### src/rtl/psychic5_video_pkg.sv
// Shared video-timing definitions: adjust-mode encoding and the VPOS_ADJ decode.
`default_nettype none

package psychic5_video_pkg;

  typedef enum logic [1:0] {
    MODE_ORIG     = 2'd0,
    MODE_NTSC     = 2'd1,
    MODE_CUSTOM   = 2'd2,
    MODE_ORIG_ALT = 2'd3
  } pxcntr_mode_e;

  localparam int VOFF_W = 5;

  // Collapse the alternate encoding onto ORIG so both compare as the same mode.
  function automatic pxcntr_mode_e mode_class(input logic [1:0] mode);
    pxcntr_mode_e m;
    case (mode)
      2'd1:    m = MODE_NTSC;
      2'd2:    m = MODE_CUSTOM;
      default: m = MODE_ORIG;
    endcase
    return m;
  endfunction

  // 0 and 8 mean no shift; 1..7 move VSYNC up 7..1 lines, 9..15 move it down 1..7.
  function automatic logic signed [VOFF_W-1:0] vpos_adj_offset(input logic [3:0] adj);
    logic signed [VOFF_W-1:0] off;
    if (adj == 4'd0) off = '0;
    else             off = $signed({1'b0, adj}) - 5'sd8;
    return off;
  endfunction

endpackage

`default_nettype wire

### src/rtl/pxcntr_timing_gen_if.sv
// Pixel-clock-enable strobe shared between the prescaler and its consumers.
`default_nettype none

interface pxcntr_timing_gen_if;
  logic pxcen;

  modport master (output pxcen);
  modport slave  (input  pxcen);
endinterface

`default_nettype wire

### src/rtl/pxcntr_timing_gen_pxcen_gen.sv
// Master-clock prescaler: one-clock pixel enable every CLK_DIV clocks.
`default_nettype none

module pxcen_gen #(
  parameter int CLK_DIV = 10
) (
  input  logic                       clk_i,
  input  logic                       rst_ni,
  pxcntr_timing_gen_if.master        px_if
);

  localparam int                PW      = (CLK_DIV > 1) ? $clog2(CLK_DIV) : 1;
  localparam logic [PW-1:0]     C_LAST  = PW'(CLK_DIV - 1);

  logic [PW-1:0] presc_q, presc_d;

  always_comb begin
    presc_d = (presc_q == C_LAST) ? '0 : presc_q + PW'(1);
  end

  always_ff @(posedge clk_i or negedge rst_ni) begin
    if (!rst_ni) presc_q <= '0;
    else         presc_q <= presc_d;
  end

  assign px_if.pxcen = (presc_q == C_LAST);

endmodule

`default_nettype wire

### src/rtl/pxcntr_timing_gen.sv
// Pixel/line counter with frame-latched timing mode, VSYNC offset and screen flip.
`default_nettype none

module pxcntr_timing_gen
  import psychic5_video_pkg::*;
#(
  parameter int CLK_DIV      = 10,
  parameter int HW           = 9,
  parameter int VW           = 9,
  parameter int H_TOTAL      = 384,
  parameter int H_ACTIVE     = 256,
  parameter int HS_START     = 288,
  parameter int HS_LEN       = 32,
  parameter int V_TOTAL      = 264,
  parameter int V_ACTIVE     = 224,
  parameter int VS_START     = 240,
  parameter int VS_LEN       = 8,
  parameter int NTSC_H_TOTAL = 384,
  parameter int NTSC_V_TOTAL = 262
) (
  input  logic          i_EMU_MCLK,
  input  logic          i_EMU_RST_n,
  input  logic [1:0]    i_EMU_PXCNTR_ADJ_MODE,
  input  logic [1:0]    i_EMU_PXCNTR_ADJ_H,
  input  logic [2:0]    i_EMU_PXCNTR_ADJ_V,
  input  logic [3:0]    i_EMU_VPOS_ADJ,
  input  logic          i_EMU_FLIP,
  output logic          o_PXCEN,
  output logic [HW-1:0] o_HCNT,
  output logic [VW-1:0] o_VCNT,
  output logic          o_HBLANK_n,
  output logic          o_VBLANK_n,
  output logic          o_HSYNC_n,
  output logic          o_VSYNC_n,
  output logic          o_FLIP,
  output logic          o_FRAME_START,
  output logic          o_NEW_VMODE
);

  localparam int HX = HW + 1;
  localparam int VX = VW + 1;
  localparam int SX = VX + 2;

  if (CLK_DIV < 2) begin : g_chk_clk_div
    $error("pxcntr_timing_gen: CLK_DIV must be at least 2");
  end
  if (H_TOTAL + 6 >= 2**HW) begin : g_chk_hw
    $error("pxcntr_timing_gen: HW too narrow for H_TOTAL plus custom extension");
  end
  if (V_TOTAL + 7 >= 2**VW) begin : g_chk_vw
    $error("pxcntr_timing_gen: VW too narrow for V_TOTAL plus custom extension");
  end
  if (VS_START + 7 + VS_LEN > V_TOTAL) begin : g_chk_vs
    $error("pxcntr_timing_gen: shifted VSYNC does not fit in V_TOTAL");
  end

  pxcntr_timing_gen_if px_if ();

  pxcen_gen #(.CLK_DIV(CLK_DIV)) u_pxcen_gen (
    .clk_i  (i_EMU_MCLK),
    .rst_ni (i_EMU_RST_n),
    .px_if  (px_if.master)
  );

  logic                     pxcen;
  logic [HW-1:0]            hcnt_q, hcnt_d;
  logic [VW-1:0]            vcnt_q, vcnt_d;
  logic [HX-1:0]            htot_q, htot_d;
  logic [VX-1:0]            vtot_q, vtot_d;
  logic signed [VOFF_W-1:0] voff_q, voff_d;
  logic                     flip_q, flip_d;
  pxcntr_mode_e             mode_q, mode_d;
  logic                     h_last, v_last, boundary;

  assign pxcen    = px_if.pxcen;
  assign h_last   = ({1'b0, hcnt_q} == htot_q - HX'(1));
  assign v_last   = ({1'b0, vcnt_q} == vtot_q - VX'(1));
  assign boundary = pxcen & h_last & v_last;

  // Timing settings are sampled only at the frame boundary so a frame never tears.
  always_comb begin
    hcnt_d = hcnt_q;
    vcnt_d = vcnt_q;
    htot_d = htot_q;
    vtot_d = vtot_q;
    voff_d = voff_q;
    flip_d = flip_q;
    mode_d = mode_q;
    if (pxcen) begin
      if (h_last) begin
        hcnt_d = '0;
        vcnt_d = v_last ? '0 : vcnt_q + VW'(1);
      end else begin
        hcnt_d = hcnt_q + HW'(1);
      end
    end
    if (boundary) begin
      mode_d = mode_class(i_EMU_PXCNTR_ADJ_MODE);
      case (mode_d)
        MODE_NTSC: begin
          htot_d = HX'(NTSC_H_TOTAL);
          vtot_d = VX'(NTSC_V_TOTAL);
        end
        MODE_CUSTOM: begin
          htot_d = HX'(H_TOTAL) + HX'({i_EMU_PXCNTR_ADJ_H, 1'b0});
          vtot_d = VX'(V_TOTAL) + VX'(i_EMU_PXCNTR_ADJ_V);
        end
        default: begin
          htot_d = HX'(H_TOTAL);
          vtot_d = VX'(V_TOTAL);
        end
      endcase
      voff_d = vpos_adj_offset(i_EMU_VPOS_ADJ);
      flip_d = i_EMU_FLIP;
    end
  end

  // VSYNC start is shifted, then kept out of the active area and inside the frame.
  logic signed [SX-1:0] vs_raw, vs_lo, vs_hi, vs_start, vs_end, vpos_next;

  always_comb begin
    vs_raw    = SX'(VS_START) + SX'(voff_q);
    vs_lo     = SX'(V_ACTIVE);
    vs_hi     = $signed({2'b00, vtot_q}) - SX'(VS_LEN);
    if (vs_raw < vs_lo)      vs_start = vs_lo;
    else if (vs_raw > vs_hi) vs_start = vs_hi;
    else                     vs_start = vs_raw;
    vs_end    = vs_start + SX'(VS_LEN);
    vpos_next = $signed({3'b000, vcnt_d});
  end

  logic [HW-1:0] hcnt_out_q;
  logic [VW-1:0] vcnt_out_q;
  logic          hblank_n_q, vblank_n_q, hsync_n_q, vsync_n_q;
  logic          frame_start_q, new_vmode_q;

  always_ff @(posedge i_EMU_MCLK or negedge i_EMU_RST_n) begin
    if (!i_EMU_RST_n) begin
      hcnt_q        <= '0;
      vcnt_q        <= '0;
      htot_q        <= HX'(H_TOTAL);
      vtot_q        <= VX'(V_TOTAL);
      voff_q        <= '0;
      flip_q        <= 1'b0;
      mode_q        <= MODE_ORIG;
      hcnt_out_q    <= '0;
      vcnt_out_q    <= '0;
      hblank_n_q    <= 1'b1;
      vblank_n_q    <= 1'b1;
      hsync_n_q     <= 1'b1;
      vsync_n_q     <= 1'b1;
      frame_start_q <= 1'b0;
      new_vmode_q   <= 1'b0;
    end else begin
      hcnt_q        <= hcnt_d;
      vcnt_q        <= vcnt_d;
      htot_q        <= htot_d;
      vtot_q        <= vtot_d;
      voff_q        <= voff_d;
      flip_q        <= flip_d;
      mode_q        <= mode_d;
      frame_start_q <= boundary;
      if (boundary && (mode_d != mode_q)) new_vmode_q <= ~new_vmode_q;
      if (pxcen) begin
        hcnt_out_q <= flip_d ? ~hcnt_d : hcnt_d;
        vcnt_out_q <= flip_d ? ~vcnt_d : vcnt_d;
        hblank_n_q <= ({1'b0, hcnt_d} < HX'(H_ACTIVE));
        vblank_n_q <= ({1'b0, vcnt_d} < VX'(V_ACTIVE));
        hsync_n_q  <= !(({1'b0, hcnt_d} >= HX'(HS_START)) &&
                        ({1'b0, hcnt_d} <  HX'(HS_START + HS_LEN)));
        vsync_n_q  <= !((vpos_next >= vs_start) && (vpos_next < vs_end));
      end
    end
  end

  assign o_PXCEN       = pxcen;
  assign o_HCNT        = hcnt_out_q;
  assign o_VCNT        = vcnt_out_q;
  assign o_HBLANK_n    = hblank_n_q;
  assign o_VBLANK_n    = vblank_n_q;
  assign o_HSYNC_n     = hsync_n_q;
  assign o_VSYNC_n     = vsync_n_q;
  assign o_FLIP        = flip_q;
  assign o_FRAME_START = frame_start_q;
  assign o_NEW_VMODE   = new_vmode_q;

endmodule

`default_nettype wire

### config.mk
export PLATFORM = sky130hd
export DESIGN_NAME = pxcntr_timing_gen
export DESIGN_NICKNAME = d
export VERILOG_FILES = /design/src/rtl/psychic5_video_pkg.sv /design/src/rtl/pxcntr_timing_gen_if.sv /design/src/rtl/pxcntr_timing_gen_pxcen_gen.sv /design/src/rtl/pxcntr_timing_gen.sv
export SDC_FILE = /design/constraint.sdc
export NUM_CORES = 1
export LEC_CHECK = 0
export ABC_AREA = 1
export BUFFER_PORTS_ARGS = -buffer_cell sky130_fd_sc_hd__buf_2
export CAP_MARGIN = 40
export CORE_MARGIN = 1
export CORE_UTILIZATION = 48
export CTS_CLUSTER_DIAMETER = 60
export DETAILED_ROUTE_END_ITERATION = 10
export GPL_TIMING_DRIVEN = 0
export PLACE_DENSITY = 0.68
export SKIP_CTS_REPAIR_TIMING = 1
export SYNTH_ARGS = -nofsm -noshare
export SYNTH_HDL_FRONTEND = slang
export SYNTH_HIERARCHICAL = 1
export SYNTH_SLANG_ARGS = --single-unit
### constraint.sdc
create_clock -name i_EMU_MCLK -period 3.1 [get_ports i_EMU_MCLK]
set_clock_uncertainty 0.05 [all_clocks]
set_input_delay 0.465 -clock i_EMU_MCLK [delete_from_list [all_inputs] [get_ports i_EMU_MCLK]]
set_output_delay 0.465 -clock i_EMU_MCLK [all_outputs]
set_load 0.05 [all_outputs]
; Word level (Yosys, flattened, before mapping)
; Cells that the tools add are included.
[totals]
reg_bits = 74
[op_classes]
mux = 17
n_reduce_logical = 6
order_cmp = 8
bitwise = 5
n_eq_ne = 8
add_sub_neg = 11
[op_table]
columns = cell, count
row1 = 9-bit two-way mux, 7
row2 = 12-bit two-way mux, 2
row3 = 9-bit by 3-bit adder with 10-bit output (first input constant), 2
row4 = 9-bit by 10-bit equality test with 1-bit output, 2
row5 = 10-bit one-hot mux with 2 select lines, 1
row6 = 10-bit by 1-bit subtractor with 10-bit output (second input constant), 2
row7 = 9-bit by 1-bit adder with 9-bit output (second input constant), 2
row8 = 9-bit < comparator (second input constant), 2
row9 = 9-bit inverter, 2
row10 = 12-bit by 5-bit adder with 12-bit output (second input constant), 1
row11 = 10-bit by 12-bit greater-or-equal comparator with 1-bit output, 1
row12 = 10-bit by 12-bit < comparator with 1-bit output, 1
row13 = 10-bit by 11-bit > comparator with 1-bit output, 1
row14 = 10-bit by 4-bit subtractor with 11-bit output (second input constant), 1
row15 = 9-bit by 5-bit adder with 10-bit output (first input constant), 1
row16 = 10-bit by 9-bit < comparator with 1-bit output (second input constant), 1
row17 = 10-bit two-way mux, 1
row18 = 9-bit greater-or-equal comparator (second input constant), 1
row19 = 9-bit by 8-bit < comparator with 1-bit output (second input constant), 1
row20 = 5-bit two-way mux, 1
row21 = 4-bit by 4-bit subtractor with 5-bit output (second input constant), 1
row22 = 4-bit by 1-bit adder with 4-bit output (second input constant), 1
row23 = 2-bit by 1-bit equality test with 1-bit output (second input constant), 2
row24 = 2-bit equality test (second input constant), 2
row25 = 11 further kinds, 16

; Depth between registers and ports, before layout
; Gate-level depths: netlist of run 1.
[logic_depth]
depth_word = 8
depth_mapped = 21
mapped_depth_nobuf = 21

; Modules after synthesis
; Netlist of run 1, hierarchy kept.
[modules_own_cells]
columns = module, area_each_um2, cells_each, instances
row1 = pxcntr_timing_gen, 3758.6, 518, 1
row2 = pxcen_gen, 176.4, 20, 1

; Worst setup path before layout of run 1
; Ideal clock, no wire load.
[synth_path]
path_kind = register to register
from = register u_pxcen_gen.presc_q[1]
to = register vsync_n_q, in the netlist o_VSYNC_n
setup_ns = 0.073
arrival_time_ns = 3.062
path_stages_with_launch = 19
setup_slack_ns = -0.085
required_ns = 2.977
path_cell_list = dfrtp_1 inv_1 nand2_1 nor2_2 buf_2 inv_1 nor2_8 nand3_4 clkbuf_8 nand3_1 inv_1 ha_1 a21oi_1 o21ai_0 nand4_1 nand3_1 a21oi_1 nor2_1 a21oi_1
[synth_between]
elab_chain_cells = 5
[synth_rtl]
columns = item, line
row1 = "start, declared", pxcntr_timing_gen_pxcen_gen.sv:15  ; logic [PW-1:0] presc_q, presc_d;
row2 = "start signal, assigned", pxcntr_timing_gen_pxcen_gen.sv:23  ; else presc_q <= presc_d;
row3 = 4-bit equality test (*), pxcntr_timing_gen_pxcen_gen.sv:26  ; assign px_if.pxcen = (presc_q == C_LAST);
row4 = via o_PXCEN, pxcntr_timing_gen.sv:28  ; output logic o_PXCEN,
row5 = 9-bit two-way mux (*), pxcntr_timing_gen.sv:89  ; if (pxcen) begin
row6 = via vcnt_d[2], pxcntr_timing_gen.sv:67  ; logic [VW-1:0] vcnt_q, vcnt_d;
row7 = 10-bit by 12-bit greater-or-equal comparator with 1-bit output or 10-bit by 12-bit < comparator with 1-bit output (tied branches), pxcntr_timing_gen.sv:171  ; vsync_n_q <= !((vpos_next >= vs_start) && (vpos_next < vs_end));
row8 = 1-bit logical AND (*), pxcntr_timing_gen.sv:171
row9 = 1-bit zero test (*), pxcntr_timing_gen.sv:171
row10 = "end signal, assigned", pxcntr_timing_gen.sv:171
row11 = "end, declared", pxcntr_timing_gen.sv:134  ; logic hblank_n_q, vblank_n_q, hsync_n_q, vsync_n_q;
; The timed path passes the listed nets; every way through them passes the cells marked *.
; A chain may end at the register's enable or synchronous reset.

; Worst setup path after layout of run 1
[layout_path]
from = register vtot_q[3]
to = register vsync_n_q, in the netlist o_VSYNC_n
[layout_between]
elab_chain_cells = 8
[layout_rtl]
columns = item, line
row1 = "start, declared", pxcntr_timing_gen.sv:69  ; logic [VX-1:0] vtot_q, vtot_d;
row2 = "start signal, assigned", pxcntr_timing_gen.sv:142  ; vtot_q <= VX'(V_TOTAL);
row3 = "start signal, assigned", pxcntr_timing_gen.sv:158  ; vtot_q <= vtot_d;
row4 = 10-bit by 1-bit subtractor with 10-bit output (*), pxcntr_timing_gen.sv:77  ; assign v_last = ({1'b0, vcnt_q} == vtot_q - VX'(1));
row5 = 9-bit by 10-bit equality test with 1-bit output (*), pxcntr_timing_gen.sv:77
row6 = 9-bit two-way mux (*), pxcntr_timing_gen.sv:92  ; vcnt_d = v_last ? '0 : vcnt_q + VW'(1);
row7 = 9-bit two-way mux (*), pxcntr_timing_gen.sv:90  ; if (h_last) begin
row8 = 9-bit two-way mux (*), pxcntr_timing_gen.sv:89
row9 = via vcnt_d[2], pxcntr_timing_gen.sv:67
row10 = 10-bit by 12-bit greater-or-equal comparator with 1-bit output or 10-bit by 12-bit < comparator with 1-bit output (tied branches), pxcntr_timing_gen.sv:171
row11 = 1-bit logical AND (*), pxcntr_timing_gen.sv:171
row12 = 1-bit zero test (*), pxcntr_timing_gen.sv:171
; Marks and branches as above.

==> results of run 1 <==
## worst min path at each step
stage,start,to,slack [ps],depth (start not counted)
after global routing,i_EMU_RST_n,hcnt_q[4],170,1
after CTS,i_EMU_RST_n,u_pxcen_gen/presc_q[3],150,1
after global placement,o_HSYNC_n,o_HSYNC_n,400,2
after detailed placement,o_VCNT[4],o_VCNT[4],410,2
after floorplan,i_EMU_RST_n,hcnt_q[0],120,0
final,i_EMU_RST_n,hcnt_q[4],130,1
## final cells by class
type | count | area, sq um
fill | 745 | 3050
clock buffer | 10 | 138
sequential | 59 | 1480
timing repair buffer | 56 | 357
clock inverter | 5 | 53.8
tap | 102 | 128
inverter | 77 | 303
buffer | 12 | 97.6
multi-input combinational | 393 | 2240
## cell families (layout without fill, tap and decap cells)
| kind of cell | count (synthesis) | count (layout) | share of synthesized area (%) |
|---|---|---|---|
| AO/OA/AOI/OAI | 48 | 48 | 6.39 |
| XOR/XNOR | 12 | 12 | 2.67 |
| adder cells (fa/ha/maj) | 32 | 32 | 10.2 |
| buffers and inverters | 89 | 160 | 9.82 |
| flip-flops | 59 | 59 | 37.7 |
| other | 2 | 5 | 0.191 |
| AND/OR/NAND/NOR | 296 | 296 | 33.1 |
## power by group through the flow
stage / Combinational (W) / Clock (W) / Sequential [W]
4_1_cts: 0.0000488 / 0.000712 / 0.000772
3_3_place_gp: 0.0000436 / 0 / 0.000786
2_1_floorplan: 0.0000161 / 0 / 0.000786
5_1_grt: 0.0000589 / 0.000747 / 0.000772
6_report: 0.0000501 / 0.000696 / 0.000772
3_5_place_dp: 0.0000487 / 0 / 0.000786
## Yosys cell counts (all sizes together) (2+ instances only)
cell	instances
nand4	13
dfrtp	54
conb	2
a21oi	14
clkbuf	6
nand2	167
xor2	10
ha	32
dfstp	5
buf	6
nor2	55
o21ai	31
inv	77
nand3	52
nor3	7
xnor2	2
## through the flow
step | hold WS, ps | cell area (sq um) | cells | setup TNS [ps]
2_1_floorplan | 119 | 3950 | 541 | 0
6_report | 128 | 4800 | 714 | 0
5_1_grt | 174 | 4800 | 714 | -57.5
3_3_place_gp | 405 | 4270 | 682 | -168
4_1_cts | 149 | 4490 | 698 | -262
3_5_place_dp | 411 | 4290 | 683 | -240
## routing by layer
metal  global-route usage, %  share of wire, %  up-vias
met3                    5.17               3.7       14
met5                       0                 0        -
met1                    28.2                45     1732
li1                        -                 -     1849
met4                    8.59               1.7        0
met2                    39.7                50       77
## layout by cell type, fill, tap and decap left out, types with 13 or more instances in the layout
cell type / Yosys / layout
nand4_1: 13 / 13
nand2_1: 161 / 159
buf_4: 2 / 16
o21ai_0: 27 / 24
buf_2: 3 / 41
nand3_1: 50 / 45
inv_1: 75 / 66
ha_1: 32 / 25
dfrtp_1: 54 / 53
nor2_1: 49 / 48
## state kept, by name, indices dropped and copies added (netlist names)
| name | flops |
|---|---|
| vcnt_q | 9 |
| hcnt_q | 9 |
| o_NEW_VMODE | 1 |
| o_VSYNC_n | 1 |
| htot_q | 2 |
| o_FLIP | 1 |
| o_VCNT | 9 |
| mode_q | 2 |
| o_HCNT | 9 |
| vtot_q | 4 |
| o_HSYNC_n | 1 |
| o_VBLANK_n | 1 |
| u_pxcen_gen/presc_q | 4 |
| voff_q | 4 |
| o_HBLANK_n | 1 |
| o_FRAME_START | 1 |
## critical path: stages (launching register included)
cell and delay, ps:
dfstp_2 620, inv_4 60, ha_1 300, xnor2_1 120
nor2_1 140, nand3_1 130, inv_2 80, nand3_4 110
buf_8 160, nand3_4 90, inv_2 60, ha_4 240
a21oi_2 130, o21ai_1 90, nand4_1 100, nand3_1 120
a21oi_2 150, nor2_1 50, a21oi_1 130
==> impl_results.md, run 1 <==
- DRC: 0
- Total power: 0.00152 W
- Sequential share of power: 50.8%
- I/O pins: 40
- Final Max Tran Viols: 0
- Seq cells post-synth: 59
- Post-Syn Instances: 538
- Number of global-route vias before repair: 3465
- Worst setup path endpoint: o_VSYNC_n
- Std-Cell Core Area: 0.00785 sq mm
- CTS tree: done
- Chip height: 92.5 microns
- Crit path arrival time: 3240 ps
- Final hold viol count: 0
- Detailed Routing Iterations Pass 1: 4
- Hpwl dp: 6850 microns
- Power Density: 317 mW/mm^2
- Setup crit start kind: flip-flop
- CTS sink count: 59
- Period Utilization, post-route: 97.1%
- Net switching fraction of the power: 22.7%
- Post-DRT Antenna Nets: 0
- Total Routing Usage GR: 23.1%
- Max VDD drop: 0.000150 V
- Total congestion overflow: 0
- Cell taking the most area after synthesis: dfrtp_1
- First-pass GRT wire length: 15500 microns
- Leak Pwr: 2.64 nW
- Yosys warning count: 6
- Sequential fraction of the synthesis area: 37.7%
- Crit path time final: 3010 ps
- Setup CP Type: flip-flop to flip-flop
- Final wirelength: 9340 microns
- R2R Path Start: vtot_q[3]
- EDFF count, synth: 0
- Area growth syn-to-layout: 21.9%
- Row count: 32
- Main synth FF type: dfrtp_1
- Status: completed
- Fraction of layout cells with a size suffix above 1: 22.1%
- Final setup vio count: 0
- Pint: 0.00117 W
- Reg2reg path depth: 18
- # diodes: 0
- Syn Area/Cell: 7.31 sq um
- Fin util: 61.1%
- Cell Area, Synth: 0.00394 sq mm
- Setup crit start: vtot_q[3]
- Worst setup margin: 91.0 ps
- Die width: 92.5 microns
- Reg2reg setup slack: 90 ps
- Final nets: 654
- Root buffer cell: clkbuf_8
- CTS buffer count: 9
- Clk pwr share: 45.9%
- Starting Density: 50.1%
- Max frequency: 332 MHz
- # port buffers: 39
- WL/cell: 13.1 microns
- Relative slew margins: 51.9%
- RR Endpoint: o_VSYNC_n
- Detailed Route Iter0 Violations: 183
- Setup crit end kind: flip-flop
- Post-synth top area share: 34.3%
- Switching power total: 0.000344 W
- Clk_lat worst skew: 340 ps
- Largest net degree at the start of global routing: 31
- Via Count: 3672
- Worst Hold Class: input port to asynchronous set/reset pin
- Vias/cell: 5.14
- Gate power share: 3.3%
- Yosys cell types: 35
- Worst slew pin tran: 722 ps
- Ranking of synthesized cells by area: dfrtp_1 34%, nand2_1 15%, ha_1 10%
- Die area: 0.00856 sq mm
- Dpl ws: -240 ps
- Post-synth ARST share: 100%
- Placer congestion estimate: 0.897
- Worst path required time: 3330 ps
- Crit Path Max Fanout: 6
- Initial antenna violation count: 0
- H-tree levels: 3
- Max_cap viols: 0
- Clk slew on worst S/H paths: 70 ps
- CTS Buffer Depth: 2
(Power assumes the default switching activity.)
==> inputs of run 2 (changes only) <==
--- a/config.mk
+++ b/config.mk
@@ -9,11 +9,12 @@
 export BUFFER_PORTS_ARGS = -buffer_cell sky130_fd_sc_hd__buf_2
 export CAP_MARGIN = 40
 export CORE_MARGIN = 1
-export CORE_UTILIZATION = 48
+export CORE_UTILIZATION = 40
 export CTS_CLUSTER_DIAMETER = 60
 export DETAILED_ROUTE_END_ITERATION = 10
 export GPL_TIMING_DRIVEN = 0
-export PLACE_DENSITY = 0.68
+export MAX_ROUTING_LAYER = met4
+export PLACE_DENSITY = 0.58
 export SKIP_CTS_REPAIR_TIMING = 1
 export SYNTH_ARGS = -nofsm -noshare
 export SYNTH_HDL_FRONTEND = slang
==> impl_results.md, run 2 (synthesis results as in run 1) <==
- Worst slew pin tran: 814 ps
- Number of global-route vias before repair: 3433
- GRT met1 Usage: 25.4%
- Met3 GRT Util: 2.48%
- Critical path's slowest cell: dfrtp_1
- Post-DRT Antenna Nets: 0
- Total Routing Usage GR: 21.4%
- Detailed Routing Iterations Pass 1: 4
- I/O pins: 40
- Chip height: 101 microns
- Worst path required time: 3330 ps
- Final setup vio count: 0
- DRC: 0
- Total congestion overflow: 0
- Setup TNS: 0 ps
- Final hold viol count: 0
- Area of the multi-input gates: 0.00228 sq mm
- Max_cap viols: 0
- FILL cells: 950
- Via Count: 3657
- Detailed Route Iter0 Violations: 112
- Cell mode on critical path: nand2_1
- CTS buffer count: 9
- CP Buf/Inv Count: 3
- Fin Hold WS: 161 ps
- Clk slew on worst S/H paths: 70 ps
- Die width: 101 microns
- # diodes: 0
- WL/cell: 13.3 microns
- Period Utilization, post-route: 94.5%
- CTS tree: done
- Fraction of layout cells with a size suffix above 1: 22.6%
- FF+latch area: 0.00149 sq mm
- Max frequency: 341 MHz
- Largest net degree at the start of global routing: 34
- Initial antenna violation count: 0
- Final wirelength: 9860 microns
- Crit Path Max Fanout: 5
- Leak Pwr: 2.66 nW
- Setup crit start kind: flip-flop
- Most frequent cells in the layout: 159 x nand2_1, 67 x inv_1, 52 x dfrtp_1
- Gr busiest metal: met2
- Final nets: 652
- Final Max Tran Viols: 0
- Status: completed
- CTS Buffer Depth: 2
- Crit-path leading delay family: simple AND/OR/NAND/NOR gates
- Root buffer cell: clkbuf_8
- Area growth syn-to-layout: 24.9%
- First-pass GRT wire length: 16100 microns
- # port buffers: 39
- Setup crit end kind: flip-flop
- Row count: 35
- Hpwl dp: 7370 microns
- Reg2reg setup slack: 170 ps
- Std-Cell Core Area: 0.00937 sq mm
- Placer congestion estimate: 0.861
- Crit path time final: 2930 ps
- Met2 Use GR: 36.9%
- H-tree levels: 3
- Max VDD drop: 0.000255 V
- Setup CP Type: flip-flop to flip-flop
- Die area: 0.0102 sq mm
- Commonest non-fill, non-tap cell in the layout: nand2_1
- Clk_lat worst skew: 350 ps
- Starting Density: 42.0%
- CTS sink count: 59
- Power Density: 349 mW/mm^2
- Largest stage delay on the critical path: 390 ps
- Vias/cell: 4.94
- Crit path cell chain: inv_2 -> ha_4 -> inv_1 -> nand2_1 -> nand2_1 -> nand2_1 -> nor2_2 -> nand2_2 -> nor2_8 -> nand2_1 -> xor2_2 -> nand2_1 -> inv_2 -> ha_4 -> a21oi_2 -> o21ai_0 -> a211o_1 -> nor2_1 -> a21oi_1
- Relative slew margins: 45.7%
- Crit path arrival time: 3160 ps
- Worst Hold Class: input port to asynchronous set/reset pin
run 2: cell types whose count changed in the layout (fill, tap and decap cells not counted), sizes merged:
cell	delta
clkinv	-1
bufinv	+2
buf	-2
run 2: routing by layer:
metal / part of all wire, % / wire length, microns
met1: 45 / 4460
met2: 51 / 5000
met3: 2.3 / 225
met4: 1.8 / 181
met5: 0 / 0
run 2: through the flow:
step | setup slack, ps | std cells | total power, W | instance area (sq um) | utilization, %
after floorplan | 101 | 541 | 0.000803 | 3950 | -
after global placement | -192 | 709 | 0.000831 | 4310 | 46.0
after detailed placement | -225 | 710 | 0.000835 | 4330 | 46.2
after CTS | -221 | 726 | 0.00173 | 4580 | 48.9
after global routing | -34.0 | 740 | 0.00177 | 4910 | 52.4
final | 170 | 740 | 0.00171 | 4910 | 52.4
run 2: worst reg2reg max path, cell delays in order (launching register included):
cell and delay (ps):
dfrtp_1 390, inv_2 100, ha_4 210, inv_1 70, nand2_1 50, nand2_1 70
nand2_1 60, nor2_2 120, nand2_2 110, nor2_8 160, nand2_1 100, xor2_2 240
nand2_1 130, inv_2 160, ha_4 230, a21oi_2 120, o21ai_0 80, a211o_1 260
nor2_1 100, a21oi_1 70
run 2: final timing paths:
| kind | start | to | depth (start not counted) |
|---|---|---|---|
| worst max-delay path | htot_q[1] | o_VSYNC_n | 19 |
| worst min-delay path | i_EMU_RST_n | o_FRAME_START | 1 |
| worst max register to register | htot_q[1] | o_VSYNC_n | 19 |
| worst min register to register | o_HSYNC_n | o_HSYNC_n | 2 |
| max in group asynchronous | i_EMU_RST_n | o_VBLANK_n | 2 |
| min in group i_EMU_MCLK | i_EMU_VPOS_ADJ[1] | voff_q[1] | 3 |
run 2: layout make-up:
class                      instances  area share (%)
clock inverter                     6            2.29
timing repair buffer              54            6.88
buffer                            12            1.99
clock buffer                      10            2.80
sequential                        59            30.2
multi-input combinational        393            46.5
tap                              129            3.28
inverter                          77            6.06
run 2: power by group:
| group | internal (W) | leakage, nW | switching (W) | total (W) |
|---|---|---|---|---|
| Sequential | 0.000771 | 0.743 | 0.000000789 | 0.000772 |
| Clock | 0.000557 | 0.126 | 0.000335 | 0.000892 |
| Combinational | 0.0000182 | 1.80 | 0.0000324 | 0.0000506 |
| Total | 0.00135 | 2.66 | 0.000368 | 0.00171 |
